--- config.mk ---
export PLATFORM = sky130hd
export DESIGN_NAME = ss_mac_scheduler_flat
export DESIGN_NICKNAME = d
export VERILOG_FILES = /design/src/rtl/ss_mac_scheduler_pkg.sv /design/src/rtl/ss_mac_scheduler_if.sv /design/src/rtl/ss_mac_scheduler_lane_next.sv /design/src/rtl/ss_mac_scheduler.sv /design/src/flat_wrapper.sv
export SDC_FILE = /design/constraint.sdc
export NUM_CORES = 1
export LEC_CHECK = 0
export ABC_CLOCK_PERIOD_IN_PS = 5100
export BUFFER_PORTS_ARGS = -buffer_cell sky130_fd_sc_hd__buf_4
export CAP_MARGIN = 20
export CORE_UTILIZATION = 39
export CTS_CLUSTER_DIAMETER = 80
export DETAILED_ROUTE_END_ITERATION = 10
export RECOVER_POWER = 100
export SETUP_SLACK_MARGIN = 0.2
export SYNTH_ARGS = -nofsm -noshare
export SYNTH_HDL_FRONTEND = slang
export SYNTH_HIERARCHICAL = 1
export SYNTH_SLANG_ARGS = --single-unit
--- constraint.sdc ---
create_clock -name clk -period 5.1 [get_ports clk]
set_input_delay 0.255 -clock clk [delete_from_list [all_inputs] [get_ports clk]]
set_output_delay 0.255 -clock clk [all_outputs]
set_load 0.01 [all_outputs]
--- src/rtl/ss_mac_scheduler_pkg.sv ---
// Shared types, constants and helpers for the stochastic-symbol MAC scheduler.
// Lane count, widths, LFSR seeds/taps and the job-length wrap threshold live here.
package ss_mac_pkg;

  localparam int LANES  = 8;
  localparam int SEL_W  = $clog2(LANES);
  localparam int ACC_W  = 11;
  localparam int RND_W  = 8;
  localparam int PASS_W = 8;
  localparam int CNT_W  = 11;

  // 66 adds of at most 31 each stay below 2^ACC_W; longer jobs may alias.
  localparam logic [CNT_W-1:0] WRAP_LIMIT = CNT_W'(66);
  localparam logic [RND_W-1:0] LFSR_TAPS  = 8'hB8;
  localparam logic [RND_W-1:0] SEED [LANES] = '{
    8'h5A, 8'hC3, 8'h1F, 8'hE4, 8'h96, 8'h2B, 8'h71, 8'hB8
  };

  typedef enum logic [1:0] {
    S_IDLE  = 2'd0,
    S_RUN   = 2'd1,
    S_DRAIN = 2'd2
  } state_t;

  typedef struct packed {
    state_t state;
    logic   lane_wrap;
  } dbg_t;

  function automatic logic [SEL_W-1:0] lowest_lane(input logic [LANES-1:0] mask);
    lowest_lane = '0;
    for (int i = LANES - 1; i >= 0; i--) begin
      if (mask[i]) lowest_lane = SEL_W'(i);
    end
  endfunction

  function automatic logic [CNT_W-1:0] popcount(input logic [LANES-1:0] mask);
    popcount = '0;
    for (int i = 0; i < LANES; i++) begin
      popcount = popcount + CNT_W'(mask[i]);
    end
  endfunction

  // Fibonacci step: shift left, XOR of tapped bits enters at bit 0.
  function automatic logic [RND_W-1:0] lfsr_step(input logic [RND_W-1:0] s);
    lfsr_step = {s[RND_W-2:0], ^(s & LFSR_TAPS)};
  endfunction

endpackage

--- src/rtl/ss_mac_scheduler_if.sv ---
// Job-control and MAC-side signals of the scheduler, bundled with host/DUT modports.
// start is a request sampled only in IDLE (abort in the same cycle suppresses it); done is a 1-cycle strobe.
interface ss_mac_scheduler_if;
  import ss_mac_pkg::*;

  logic                   start;
  logic                   abort;
  logic [LANES-1:0]       cfg_lane_mask;
  logic [PASS_W-1:0]      cfg_passes;
  logic                   busy;
  logic                   done;
  logic [ACC_W-1:0]       result;
  logic                   result_wrap;
  logic                   cfg_err;
  logic [SEL_W-1:0]       mac_sel;
  logic [LANES*RND_W-1:0] mac_randnum;
  logic [ACC_W-1:0]       mac_z;
  dbg_t                   dbg;

  modport master (
    output start, abort, cfg_lane_mask, cfg_passes, mac_z,
    input  busy, done, result, result_wrap, cfg_err, mac_sel, mac_randnum, dbg
  );

  modport slave (
    input  start, abort, cfg_lane_mask, cfg_passes, mac_z,
    output busy, done, result, result_wrap, cfg_err, mac_sel, mac_randnum, dbg
  );

endinterface

--- src/rtl/ss_mac_scheduler_lane_next.sv ---
// Combinational round-robin step: next set lane above the current one, wrapping to the lowest.
// o_wrapped marks the wrap; pass counting is done by the job-cycle counter, not by this flag.
module ss_lane_next
  import ss_mac_pkg::*;
(
  input  logic [LANES-1:0] i_mask,
  input  logic [SEL_W-1:0] i_cur,
  output logic [SEL_W-1:0] o_next,
  output logic             o_wrapped
);

  always_comb begin
    o_next    = lowest_lane(i_mask);
    o_wrapped = 1'b1;
    // Descending scan so the lowest qualifying lane above i_cur is the last one written.
    for (int i = LANES - 1; i >= 0; i--) begin
      if (i > int'(i_cur) && i_mask[i]) begin
        o_next    = SEL_W'(i);
        o_wrapped = 1'b0;
      end
    end
  end

endmodule

--- src/rtl/ss_mac_scheduler.sv ---
// Job sequencer for the 8-lane SS MAC: steps the lane select, drives per-lane LFSRs and
// reports the accumulator delta over the job as the result.
module ss_mac_scheduler
  import ss_mac_pkg::*;
(
  input  logic                clk,
  input  logic                rst,
  ss_mac_scheduler_if.slave   bus
);

  state_t           r_state;
  logic             r_busy;
  logic             r_done;
  logic [ACC_W-1:0] r_result;
  logic             r_result_wrap;
  logic             r_cfg_err;
  logic [SEL_W-1:0] r_sel;
  logic [ACC_W-1:0] r_base;
  logic [LANES-1:0] r_mask;
  logic [CNT_W-1:0] r_cnt;
  logic             r_first;
  logic             r_wrap_pend;
  logic [RND_W-1:0] r_lfsr [LANES];

  logic [SEL_W-1:0]       w_next_sel;
  logic                   w_lane_wrap;
  logic [CNT_W-1:0]       w_job_len;
  logic                   w_cfg_zero;
  logic                   w_req;
  logic                   w_accept;
  logic [LANES*RND_W-1:0] w_randnum;

  ss_lane_next u_lane_next (
    .i_mask    (r_mask),
    .i_cur     (r_sel),
    .o_next    (w_next_sel),
    .o_wrapped (w_lane_wrap)
  );

  assign w_job_len  = popcount(bus.cfg_lane_mask) * CNT_W'(bus.cfg_passes);
  assign w_cfg_zero = (bus.cfg_lane_mask == '0) || (bus.cfg_passes == '0);
  assign w_req      = (r_state == S_IDLE) && bus.start && !bus.abort;
  assign w_accept   = w_req && !w_cfg_zero;

  always_ff @(posedge clk or negedge rst) begin
    if (!rst) begin
      r_state       <= S_IDLE;
      r_busy        <= 1'b0;
      r_done        <= 1'b0;
      r_result      <= '0;
      r_result_wrap <= 1'b0;
      r_cfg_err     <= 1'b0;
      r_sel         <= '0;
      r_base        <= '0;
      r_mask        <= '0;
      r_cnt         <= '0;
      r_first       <= 1'b0;
      r_wrap_pend   <= 1'b0;
    end else begin
      r_done <= 1'b0;
      case (r_state)
        S_IDLE: begin
          if (w_req && w_cfg_zero) begin
            r_done        <= 1'b1;
            r_cfg_err     <= 1'b1;
            r_result      <= '0;
            r_result_wrap <= 1'b0;
          end else if (w_accept) begin
            r_state     <= S_RUN;
            r_busy      <= 1'b1;
            r_mask      <= bus.cfg_lane_mask;
            r_sel       <= lowest_lane(bus.cfg_lane_mask);
            r_cnt       <= w_job_len;
            r_first     <= 1'b1;
            r_wrap_pend <= (w_job_len > WRAP_LIMIT);
          end
        end
        S_RUN: begin
          if (bus.abort) begin
            r_state <= S_IDLE;
            r_busy  <= 1'b0;
          end else begin
            // The edge ending RUN cycle 1 is excluded; the DRAIN entry edge makes up the count.
            if (r_first) r_base <= bus.mac_z;
            r_first <= 1'b0;
            r_sel   <= w_next_sel;
            r_cnt   <= r_cnt - CNT_W'(1);
            if (r_cnt == CNT_W'(1)) r_state <= S_DRAIN;
          end
        end
        S_DRAIN: begin
          r_state <= S_IDLE;
          r_busy  <= 1'b0;
          if (!bus.abort) begin
            r_result      <= bus.mac_z - r_base;
            r_result_wrap <= r_wrap_pend;
            r_cfg_err     <= 1'b0;
            r_done        <= 1'b1;
          end
        end
        default: begin
          r_state <= S_IDLE;
          r_busy  <= 1'b0;
        end
      endcase
    end
  end

  for (genvar g = 0; g < LANES; g++) begin : g_lfsr
    always_ff @(posedge clk or negedge rst) begin
      if (!rst) begin
        r_lfsr[g] <= SEED[g];
      end else if (w_accept) begin
        r_lfsr[g] <= SEED[g];
      end else if (r_state == S_RUN) begin
        r_lfsr[g] <= lfsr_step(r_lfsr[g]);
      end
    end
  end

  always_comb begin
    w_randnum = '0;
    for (int i = 0; i < LANES; i++) begin
      w_randnum[i*RND_W +: RND_W] = r_lfsr[i];
    end
  end

  assign bus.busy          = r_busy;
  assign bus.done          = r_done;
  assign bus.result        = r_result;
  assign bus.result_wrap   = r_result_wrap;
  assign bus.cfg_err       = r_cfg_err;
  assign bus.mac_sel       = r_sel;
  assign bus.mac_randnum   = w_randnum;
  assign bus.dbg.state     = r_state;
  assign bus.dbg.lane_wrap = w_lane_wrap;

endmodule
--- src/flat_wrapper.sv ---
// flat-port wrapper written by rule: the top's interface ports become plain ports
module ss_mac_scheduler_flat import ss_mac_pkg::*;
  (clk, rst, bus_start, bus_abort, bus_cfg_lane_mask, bus_cfg_passes, bus_mac_z, bus_busy, bus_done, bus_result, bus_result_wrap, bus_cfg_err, bus_mac_sel, bus_mac_randnum, bus_dbg);
  ss_mac_scheduler_if bus_i ();
  input  logic clk;
  input  logic rst;
  input wire logic [$bits(bus_i.start)-1:0] bus_start;
  input wire logic [$bits(bus_i.abort)-1:0] bus_abort;
  input wire logic [$bits(bus_i.cfg_lane_mask)-1:0] bus_cfg_lane_mask;
  input wire logic [$bits(bus_i.cfg_passes)-1:0] bus_cfg_passes;
  input wire logic [$bits(bus_i.mac_z)-1:0] bus_mac_z;
  output wire logic [$bits(bus_i.busy)-1:0] bus_busy;
  output wire logic [$bits(bus_i.done)-1:0] bus_done;
  output wire logic [$bits(bus_i.result)-1:0] bus_result;
  output wire logic [$bits(bus_i.result_wrap)-1:0] bus_result_wrap;
  output wire logic [$bits(bus_i.cfg_err)-1:0] bus_cfg_err;
  output wire logic [$bits(bus_i.mac_sel)-1:0] bus_mac_sel;
  output wire logic [$bits(bus_i.mac_randnum)-1:0] bus_mac_randnum;
  output wire logic [$bits(bus_i.dbg)-1:0] bus_dbg;
  assign bus_i.start = bus_start;
  assign bus_i.abort = bus_abort;
  assign bus_i.cfg_lane_mask = bus_cfg_lane_mask;
  assign bus_i.cfg_passes = bus_cfg_passes;
  assign bus_i.mac_z = bus_mac_z;
  assign bus_busy = bus_i.busy;
  assign bus_done = bus_i.done;
  assign bus_result = bus_i.result;
  assign bus_result_wrap = bus_i.result_wrap;
  assign bus_cfg_err = bus_i.cfg_err;
  assign bus_mac_sel = bus_i.mac_sel;
  assign bus_mac_randnum = bus_i.mac_randnum;
  assign bus_dbg = bus_i.dbg;
  ss_mac_scheduler u_core (.clk(clk), .rst(rst), .bus(bus_i));
endmodule
==> run summary <==
The placeable core region is 17,420 um2. Once placement completed, the tool counted placed cells totaling 1,111. The run gives 0 as the number of DRC violations after detailed routing.

Setup violations remaining at the end of the flow were counted as 7. Data on the critical path arrives at its endpoint at 5.63 ns. For the count of distinct cell types in the synthesized netlist, the log shows 55. The post-synthesis cell count was 779. Setup repair after global routing could not meet its margin everywhere. Dividing total power by cell area gives a power density of 568.5 nW/um2.

The share of cells above drive strength 1 is 0.1739. Dividing the synthesized area by the synthesized cell count gives 8.988 um2. The tools report the hold violation count in the final report as 0. The adder and majority cell fraction of the synthesized area was 0.1279; the Yosys warning count was 6.

Async set or reset register ratio after synthesis: 1.000. The number of global-route vias before repair is 5,573. Leaving out fill and tap cells, the most frequent cell in the layout is nand2_1. The pre-antenna-repair detailed-routing pass consisted of 4 iterations. Summing over every cut layer, the via total after detailed routing is 5,830.

The tightest slew margin relative to the limit is -1.534, and the fraction of power spent switching nets is 0.3737. The number of antenna violations at the first check in global routing is 0. STA puts the critical path data required time at 5.43 ns.

The checks that failed: capacitance limit, slew limit, setup timing. After routing the design area is 8805 um2. After synthesis, the cell types taking the most area are dfrtp_1 (30%), dfstp_2 (12%), nand2_1 (8.7%), ha_1 (8.2%), xnor2_1 (4.6%). The share of synthesized cell area in and, or, nand and nor gates was 0.2032; the post-layout worst setup margin was -0.1958 ns.

The run gives 872 as the synthesized netlist net count. The run gives 0.466 as the power share of the combinational group. The logs give 0.4020 for the starting utilization of the core area and 2944 um2 for the sequential cell area in the final layout. The clock passes through at most 2 buffers. Kind of capture point of the worst setup path: a flip-flop. The share of the synthesized area in compound gates (AO/OA/AOI/OAI) was 0.1437. The tools report the switching power summed over all nets as 1870 uW.

Prior to clock tree synthesis, the placed netlist has a worst setup slack of -0.6620 ns. Pin placement for this block handled 116 I/O pins. After detailed routing, the total wire length is 16,890 um.

The repair_antennas step left the layout with diodes totalling 0. Summing all multi-input logic gate instances after layout gives 3935 um2. All-layer global routing usage: 0.1950.

The mux share of post-synthesis cell area is 0.004646. The run finished, with violations left. The most frequently used flop master after synthesis is dfrtp_1. After synthesis, the largest family of logic cells by area is simple AND/OR/NAND/NOR gates. Leakage power of the design: 0.003966 uW. Relative contribution of the clock network to total power: 0.235. Between clock sinks in the finished design, the worst skew comes to 0.006854 ns. The placer congestion estimate came out at 0.8076. TritonCTS built the clock tree.

For this run, the top clock speed supported by timing is 0.1888 GHz. The part of the Yosys area used for sequential elements is 0.4205, and the maximum vdd drop is 301.4 uV. The share of Yosys cell area claimed by the top area cell type is 0.2966. The clock reaches the later pin of the worst-skew pair after 0.42 ns.

Across the run, the number of max-cap violations was 2. Across all hold checks on the routed design, the worst slack comes to 0.05623 ns. The total of buffers placed on input and output ports came out at 115. The top cell types in the final layout, fill and taps aside, are nand2_1 (163), buf_4 (83), dfrtp_1 (83).

The min-delay analysis places its worst path in the category in2reg. Cell type with the highest aggregate area in the netlist: dfrtp_1. CTS placed an instance of clkbuf_16 at the clock tree root.

The part of the cycle the worst path needs works out to 1.038. The critical path is of the in2reg type. The tools report the final antenna-violating net count as 0. The maximum fanout along the worst path is 4, and the average wire per cell in the routed design is 14.75 um.

The die width is 136.0 um. For the number of DRC markers in iteration 0, the log shows 309. The synthesized design contains 116 register bits. The internal portion of the total power is 3135 uW. The tools report the number of buffers inserted during clock tree synthesis as 17.

The tools report the fraction of power consumed by sequential logic as 0.299. The number of fillers in the final layout is 1,715. Entering global routing, the biggest net connects 80 pins. The number of flops mapped to enable cells by yosys works out to 0. The finished layout holds 1,145 standard cells, fillers aside.

At the pin with the least slew margin, the transition time is 3.801 ns. Dividing the detail-routed via count by the number of cells gives 5.092. Nature of the critical path startpoint: a primary input. For this design, the sink count on the clock tree is 116.

The synthesized-area fraction occupied by xor and xnor cells was 0.05379; the total overflow reported by the global router was 0. Detailed placement ended at an HPWL of 11,670 um. The placed standard-cell area is 8293 um2. The final-stage net count is 1,000, and the register clock-pin slew on the reported worst setup and hold paths is 0.05 ns. From bottom edge to top edge, the die measures 136.0 um.

The H-tree was split into 4 levels. The final count of pins violating max slew is 127, and the post-synthesis instance area is 7002 um2. The run gives 48 as the number of standard-cell rows in the floorplan. The first global-routing pass estimated 28,390 um of wire.

The die covers 18,490 um2. Area growth from synthesis to layout: 25.75%. The clock period minus final worst setup slack was 5.296 ns. After clock tree synthesis, the flow added hold-fix buffers numbering 0.
[cell usage after synthesis, types with 7 or more instances]
cell type,instances
nor2_1,43
inv_1,45
nand3_1,37
nand2_1,163
nor3_1,8
and2_1,21
fa_1,16
dfrtp_1,83
nor2b_1,12
ha_1,46
xnor2_1,37
o21ai_1,15
o211ai_1,7
a31oi_1,7
o21ai_0,29
clkbuf_1,20
nand2b_1,10
a21o_1,7
dfstp_2,33
buf_2,13
a21oi_1,55
[repair_timing]
item                                    4_1_cts  5_1_grt
buffers inserted                              2        0
cloned                                        0        0
pin swaps                                    19       17
endpoints found under the setup margin        8        8
gates resized for setup                       5       20
[state kept, by name, summed over array words and instances (netlist names)]
| signal | count |
|---|---|
| u_core/bus.cfg_err | 1 |
| u_core/bus.done | 1 |
| u_core/bus.mac_sel | 3 |
| u_core/bus.mac_randnum | 64 |
| u_core/bus.result | 11 |
| u_core/r_mask | 8 |
| u_core/r_first | 1 |
| u_core/r_cnt | 11 |
| u_core/r_state | 2 |
| u_core/bus.busy | 1 |
| u_core/r_wrap_pend | 1 |
| u_core/r_base | 11 |
| u_core/bus.result_wrap | 1 |
[power groups by stage]
stage / sequential [uW] / clock [uW] / combinational [uW]
global route: 1540 / 1240 / 2630
detailed placement: 1530 / 0 / 2230
CTS: 1520 / 1200 / 2270
finish: 1500 / 1180 / 2330
global placement: 1530 / 0 / 2220
floorplan: 1540 / 0 / 1430
[metrics by stage]
step	utilization	power [uW]	setup TNS, ns
2_1_floorplan	-	2969	-1.590
3_3_place_gp	0.4761	3753	-4.492
3_5_place_dp	0.4761	3765	-4.498
4_1_cts	0.5113	5001	-1.038
5_1_grt	0.5055	5417	-2.222
6_report	0.5055	5005	-0.8405
[logic make-up (layout without fill, tap and decap cells)]
group	Yosys count	count (layout)
AOI/OAI and AO/OA	161	161
and+or+nand+nor	313	313
adders and majority gates	62	62
DFF	116	116
buffers and inverters	81	222
xor gates and xnor gates	43	43
muxes	3	3
[metal layers]
| layer | up-vias | track usage | part of all wire |
|---|---|---|---|
| met1 | 2797 | 0.2705 | 0.47 |
| li1 | 2887 | - | - |
| met3 | 16 | 0.05145 | 0.057 |
| met5 | - | 0 | 0 |
| met2 | 130 | 0.2979 | 0.46 |
| met4 | 0 | 0.05556 | 0.012 |
[final timing paths]
path	cells after the start	from	endpoint	slack [ns]
setup / recovery	25	bus_cfg_lane_mask[0]	u_core/r_wrap_pend$_DFFE_PN0P_	-0.20
hold / removal	3	bus_mac_z[8]	u_core/r_base[8]$_DFFE_PN0P_	0.06
setup reg to reg	6	u_core/r_state[1]$_DFFE_PN0P_	u_core/r_cnt[9]$_DFFE_PN0P_	1.53
hold reg to reg	2	u_core/bus.result[7]$_DFFE_PN0P_	u_core/bus.result[7]$_DFFE_PN0P_	0.48
max in group asynchronous	2	rst	u_core/r_base[5]$_DFFE_PN0P_	1.31
min in group asynchronous	1	rst	u_core/bus.mac_randnum[25]$_DFFE_PN0P_	1.15
[final cells by class]
| cell class | count | share of cell area |
|---|---|---|
| Clock buffer | 23 | 0.05428 |
| Sequential cell | 116 | 0.3344 |
| Multi-Input combinational cell | 582 | 0.4469 |
| Tap cell | 225 | 0.03197 |
| Clock inverter | 9 | 0.01165 |
| Inverter | 46 | 0.01961 |
| Timing Repair Buffer | 144 | 0.1012 |
[worst max-delay path, stage by stage]
cell and delay, ns:
buf_6 0.10, fa_1 0.54, inv_2 0.04, fa_1 0.49, fa_1 0.42, inv_1 0.07, ha_2 0.17, inv_2 0.04
fa_2 0.34, xnor2_2 0.17, buf_4 0.15, and2_4 0.13, fa_1 0.55, ha_4 0.22, ha_4 0.26, inv_2 0.03
fa_1 0.51, inv_2 0.04, ha_4 0.28, buf_6 0.11, a21oi_4 0.05, xor2_1 0.17, a31oi_1 0.17, nor3_1 0.07
a31oi_1 0.25
Note: power is estimated with default switching activity, not from simulation.
